--- src/rtl/fpadd_sched.sv ---
// fpadd_sched: round-robin scheduler sharing one fixed-latency FP adder among NREQ requesters.
// Requests are registered into the adder; a one-hot tag pipeline routes each result back.
module fpadd_sched #(
   parameter int NREQ = 4,
   parameter int WFP  = 32,
   parameter int LAT  = 3
) (
   input  logic                clk,
   input  logic                resetn,
   input  logic                en,
   input  logic [NREQ-1:0]     req_valid,
   output logic [NREQ-1:0]     req_ready,
   input  logic [NREQ*WFP-1:0] req_a,
   input  logic [NREQ*WFP-1:0] req_b,
   input  logic [NREQ*2-1:0]   req_rmode,
   output logic                add_issue,
   output logic [WFP-1:0]      add_a,
   output logic [WFP-1:0]      add_b,
   output logic [1:0]          add_rmode,
   input  logic [WFP-1:0]      add_res,
   output logic [NREQ-1:0]     rsp_valid,
   output logic [WFP-1:0]      rsp_data,
   output logic                busy,
   output logic                idle
);
   localparam int IW = NREQ > 1 ? $clog2(NREQ) : 1;
   typedef enum logic [1:0] {IDLE, RUN, DRAIN} state_t;
   state_t state_q, state_d;
   logic [IW-1:0] ptr_q, ptr_d, gidx, cand;
   logic [NREQ-1:0] id_q, rsp_valid_q, tags_or;
   logic [NREQ-1:0] tag_q [LAT];
   logic [WFP-1:0] a_q, b_q, rsp_data_q;
   logic [1:0] rmode_q;
   logic issue_q, found, accept;
   // first valid requester at or above the pointer, wrapping
   always_comb begin
      gidx = ptr_q;
      cand = ptr_q;
      found = 1'b0;
      for (int k = 0; k < NREQ; k++) begin
         cand = IW'((int'(ptr_q) + k) % NREQ);
         if (!found && req_valid[cand]) begin
            found = 1'b1;
            gidx = cand;
         end
      end
      accept = found && state_q == RUN && en;
      req_ready = '0;
      req_ready[gidx] = accept;
      ptr_d = accept ? (gidx == IW'(NREQ - 1) ? '0 : gidx + 1'b1) : ptr_q;
   end
   always_comb begin
      tags_or = '0;
      for (int i = 0; i < LAT; i++) tags_or = tags_or | tag_q[i];
      busy = issue_q || |tags_or;
      idle = state_q == IDLE;
      state_d = state_q == RUN ? (en ? RUN : DRAIN)
              : en ? RUN
              : (state_q == DRAIN && busy) ? DRAIN : IDLE;
   end
   always_ff @(posedge clk or negedge resetn) begin
      if (!resetn) begin
         state_q <= IDLE;
         ptr_q <= '0;
         issue_q <= 1'b0;
         id_q <= '0;
         a_q <= '0;
         b_q <= '0;
         rmode_q <= '0;
         rsp_valid_q <= '0;
         rsp_data_q <= '0;
         for (int i = 0; i < LAT; i++) tag_q[i] <= '0;
      end else begin
         state_q <= state_d;
         ptr_q <= ptr_d;
         issue_q <= accept;
         id_q <= req_ready;
         if (accept) begin
            a_q <= req_a[gidx*WFP +: WFP];
            b_q <= req_b[gidx*WFP +: WFP];
            rmode_q <= req_rmode[gidx*2 +: 2];
         end
         // id_q is zero on non-issue cycles, so empty stages carry no tag
         tag_q[0] <= id_q;
         for (int i = 1; i < LAT; i++) tag_q[i] <= tag_q[i-1];
         rsp_valid_q <= tag_q[LAT-1];
         if (|tag_q[LAT-1]) rsp_data_q <= add_res;
      end
   end
   assign add_issue = issue_q;
   assign add_a = a_q;
   assign add_b = b_q;
   assign add_rmode = rmode_q;
   assign rsp_valid = rsp_valid_q;
   assign rsp_data = rsp_data_q;
endmodule
--- config.mk ---
export PLATFORM = sky130hd
export DESIGN_NAME = fpadd_sched
export DESIGN_NICKNAME = d
export VERILOG_FILES = /design/src/rtl/fpadd_sched.sv
export SDC_FILE = /design/constraint.sdc
export NUM_CORES = 1
export LEC_CHECK = 0
export CORE_AREA = 2 2 161 163
export DETAILED_ROUTE_END_ITERATION = 10
export DIE_AREA = 0 0 163 165
export PLACE_DENSITY = 0.57
export SETUP_SLACK_MARGIN = 0.15
export SLEW_MARGIN = 20
export SYNTH_ARGS = -nofsm -noshare
export SYNTH_HDL_FRONTEND = slang
export SYNTH_SLANG_ARGS = --single-unit
--- constraint.sdc ---
create_clock -name clk -period 6.7 [get_ports clk]
set_clock_uncertainty 0.2 [all_clocks]
set_input_delay 2.01 -clock clk [delete_from_list [all_inputs] [get_ports clk]]
set_output_delay 2.01 -clock clk [all_outputs]
set_load 0.01 [all_outputs]
# After elaboration in Yosys (flattened, before gate mapping)
# Index checks and enable logic that the tools add are counted.
word_totals:
  inputBits: 303
  register_bits: 123
classes:
  n_eq_ne: 3
  n_bitwise: 3
  muxes: 22
  reduce_logical: 14
  n_lt_le_gt_ge: 6
  n_addsub: 4
  n_shift: 3
op_table:
  columns: ["cell", "count"]
  rows:
  - ["$shiftx A128 B8 Y32", 2]
  - ["$mux W2", 8]
  - ["$lt A2 B3 Y1 const B", 5]
  - ["$mux W1", 9]
  - ["$bmux W1 S2", 4]
  - ["$or A4 B4 Y4", 2]
  - ["$reduce_or A4 Y1", 2]
  - ["$shiftx A8 B4 Y2", 1]
  - ["$logic_and A1 B1 Y1", 7]
  - ["$add A2 B1 Y2 const B", 2]
  - ["$add A2 B2 Y2 const B", 2]
  - ["$and A4 B4 Y4", 1]
  - ["$eq A2 B2 Y1 const B", 2]
  - ["$logic_not A1 Y1", 3]
  - ["$demux W1 S2", 1]
  - ["$eq A2 B1 Y1 const B", 1]
  - ["$ge A2 B1 Y1 const B", 1]
  - ["$logic_not A2 Y1", 1]
  - ["$logic_or A1 B1 Y1", 1]

# Longest topological paths before layout
depth:
  ltp_word: 17
  ltp_mapped: 9

# Least setup slack after synthesis
# No wires, ideal clock.
synth_path:
  path_type: "input -> output"
  startpoint: "input port req_valid[3]"
  endpoint: "output port req_ready[0]"
  arrival_ns: 3.256
  path_stages: 7
  slack_ns: 1.234
  required_ns: 4.490
  path_cell_list: "buf_2 nor2b_1 o21a_1 buf_4 buf_2 nor3_2 nor3_1"
synth_via:
  elab_chain_cells: 17
synth_rtl:
  columns: ["element", "line_no", "source"]
  rows:
  - ["from (decl)", "11", "input logic [NREQ-1:0] req_valid,"]
  - ["$bmux W1 S2", "42", "if (!found && req_valid[cand]) begin"]
  - ["$mux W1 (implied by the code)", "42", null]
  - ["$mux W1", "42", null]
  - ["$logic_not A1 Y1", "42", null]
  - ["$logic_and A1 B1 Y1", "42", null]
  - ["$mux W1", "42", null]
  - ["$logic_not A1 Y1", "42", null]
  - ["$logic_and A1 B1 Y1", "42", null]
  - ["$mux W1", "42", null]
  - ["$logic_not A1 Y1", "42", null]
  - ["$logic_and A1 B1 Y1", "42", null]
  - ["$mux W2", "42", null]
  - ["$lt A2 B3 Y1 (implied by the code) or $ge A2 B1 Y1 (tied branches)", "49", "req_ready[gidx] = accept;"]
  - ["$logic_and A1 B1 Y1 (implied by the code)", "49", null]
  - ["$mux W1 (implied by the code)", "49", null]
  - ["$demux W1 S2", "49", null]
  - ["$and A4 B4 Y4 (no source line) *", null, null]
  - ["to (decl)", "12", "output logic [NREQ-1:0] req_ready,"]
# Every way passes the cells marked *; elsewhere a longest branch is shown, timed or not. The select of a mux whose other input is x is not followed.

# Worst setup path in the final report
layout_path:
  startpoint: "input port req_valid[2]"
  endpoint: "output port req_ready[2]"
# Same word-level chain as after synthesis.

==> results.md <==
- Initial DRC Count: 605
- Sequential Area: 3080 um2
- Synth top cells by count: dfrtp_1, a21oi_1, nand4_1
- CTS tree: done
- Top Family by Delay on Critical Path: buffers and inverters
- Power per cell area: 340 nW/um2
- Cell taking the most area after synthesis: dfrtp_1
- Vias/cell: 5.44
- VDD IR max: about 0.00021 V
- R2R Path Start: ptr_q[0]$_DFFE_PN0P_
- Share of cells above drive strength 1: 10.0%
- Wirelength per Cell: about 23 um
- Core area: 25,000 um2
- Initial antenna violation count: 1
- Netlist cell types: 36
- Row cnt: 58
- Lkg Pwr: 4.46 nW
- Fin crit share: 96.4%
- Router iterations before antenna repair: 5
- Synthesized area per cell: approximately 11 um2
- Clk_lat worst skew: around 420 ps
- Post-synth top flop: dfrtp_1
- # IOs: slightly above 400
- Critical Path Start Type: primary input
- R2r setup slk: between 3000 and 4000 ps
- Dominant cell by count in the synthesized netlist: dfrtp_1
- Total Wirelength: 29,800 um
- R2R cell count: 6
- CP Cell Sequence: clkdlybuf4s50_1, nor2b_1, o21a_2, nor3_2, nor3_1, clkdlybuf4s50_1
- Clock root buffer master: clkbuf_16
- CP Buf/Inv Count: 2
- Overall overflow remaining after global route: 0
- CP max stage cell: clkdlybuf4s50_1
- Async SR Flop Fraction: between 90% and 100%
- Setup TNS: 0 ps
- # H-tree levels: 4
- Dpl hpwl: approximately 20,000 um
- Largest net degree at the start of global routing: 88
- Tightest Hold Check Type: reg -> reg
- Drc violations: 0
- Max Slew Vio Count: 0
- Die Y: 165 um
- CTS clk-pin slew, worst paths: 50 ps
- Full die area: 26,900 um2
- Cell mode on critical path: clkdlybuf4s50_1
- Remaining antenna violation count: 0
- Worst Path Required: between 4000 and 5000 ps
- Sequential cell area fraction in the yosys report: 46.4%
- Worst-Margin Slew: 1030 ps
- CTS buffer count: 17
- Status: completed
- Crit Path Max Fanout: 8
- Synth top area share: ~46%
- Nets: 1,286
- Min-delay src: id_q[2]$_DFF_PN0_
- Top cells by area, synth: dfrtp_1, a221o_1, o22a_1
- R2R Path End: add_a[2]$_DFFE_PN0P_
- Fin crit period: 6460 ps
- # setup viols final: 0
- Cell Area, Synth: 6630 um2
- CTS max path bufs: 2
- Vias in the first global route: 7,364
- Post-synthesis register bit count: 123
- N_diodes: 0
- YS warnings: 0
- Max_slew headroom: 30.9%
- I/O Buffers: a little over 400
- Final Core Density: 46.3%
- CTS Sinks: 123
- Fillers: approximately 2,400
- Die width: around 160 um
- Crit path DAT: 4250 ps
- Global-route wire length before repair: between 40,000 and 50,000 um
- Gr usage total: 21.6%
- RSZ-0062 raised after global routing: false
- FMAX: 155 MHz
- Cell count after synthesis: 621
- Multi-input gate area: between 3000 and 4000 um2
- Slowest cell delay on critical path: around 640 ps
- Maxcap violations: 0
- WS Path Type: in -> out
- Final hold violations: 0
- Worst hold path depth: 0
- EDFF count, synth: 0
- WHS Endpoint: tag_q[10]$_DFF_PN0_
- Final Wtd Congestion: 0.784
- Vias: 7,208
- Area growth syn-to-layout: 74.8%
- Synthesized Nets: 924
- Initial Util: about a quarter
- Worst Setup End Kind: output port
-- final cells by class --
class / count / share of cell area [%]
multi-input combinational: 411 / 27.9
tap: 330 / 3.56
clock buffer: 18 / 3.79
clock inverter: 14 / 1.48
timing repair buffer: 428 / 36.6
sequential: 123 / 26.5
inverter: 2 / 0.0648
-- how the worst max path moves through the flow --
stage                       from            to  slack [ps]  depth (start not counted)
floorplan           req_valid[3]  req_ready[0]        1230                          7
global placement    req_valid[2]  req_ready[2]         230                          6
detailed placement  req_valid[2]  req_ready[2]         210                          6
CTS                 req_valid[2]  req_ready[2]         200                          6
global route        req_valid[2]  req_ready[2]         190                          6
finish              req_valid[2]  req_ready[2]         240                          6
-- stage by stage --
step	instances	power (W)	hold WS [ps]	cell area, um2	worst slack, ps
floorplan	621	0.00203	131	6630	1230
global placement	1294	0.00297	140	11000	225
detailed placement	1294	0.00298	135	11000	209
CTS	1326	0.00398	147	11600	204
global route	1326	0.00417	153	11600	185
finish	1326	0.00394	146	11600	242
-- registers in the layout (all words and copies together) (netlist names) --
register and cells:
ptr_q 2, state_q 2, add_a 32, rsp_valid 4, add_rmode 2, add_issue 1
add_b 32, id_q 4, rsp_data 32, tag_q 12
-- placed cells by master, fill, tap and decap left out, types with 2 or more instances in the layout --
cell type	netlist	layout
o31ai_1	66	66
clkbuf_16	0	17
nor2b_1	6	5
nand2_1	2	2
nor2_1	4	4
nand4_1	67	67
inv_8	0	3
nand3_1	2	2
o22a_1	66	66
clkinv_4	0	3
o21ai_1	3	2
nor3_2	1	4
buf_4	3	17
nor3_1	7	4
bufinv_16	0	2
a21oi_1	68	68
dfrtp_1	123	123
clkdlybuf4s50_1	0	409
nor4_2	1	2
inv_6	0	5
mux2_2	32	32
a221o_1	66	66
nor3b_1	2	2
-- routing by layer --
layer | GRT usage, % | vias to the layer above | wire [um]
li1 | - | 3286 | -
met1 | 26.8 | 3526 | 12200
met2 | 36.5 | 345 | 14600
met3 | 5.65 | 49 | 2250
met4 | 7.48 | 2 | 741
met5 | 0 | - | 13
-- cells by family after synthesis --
kind of cell           share of synthesized area [%]
AO/OA/AOI/OAI                                   32.7
buffers and inverters                           5.92
flip-flops                                      46.4
multiplexers                                    5.43
AND/OR/NAND/NOR                                 9.58
-- what timing repair did --
action	in CTS	in global routing
setup buffers	0	0
hold buffers	0	0
resized for setup	0	4
setup endpoints to repair	0	4
-- report_power, final --
part | internal [W] | switching, W | total (W)
Clock | 0.000574 | 0.000403 | 0.000976
Sequential | 0.00100 | 0.000145 | 0.00114
Combinational | 0.000968 | 0.000856 | 0.00182
Total | 0.00254 | 0.00140 | 0.00394
Note: power is estimated with default switching activity, not from simulation.
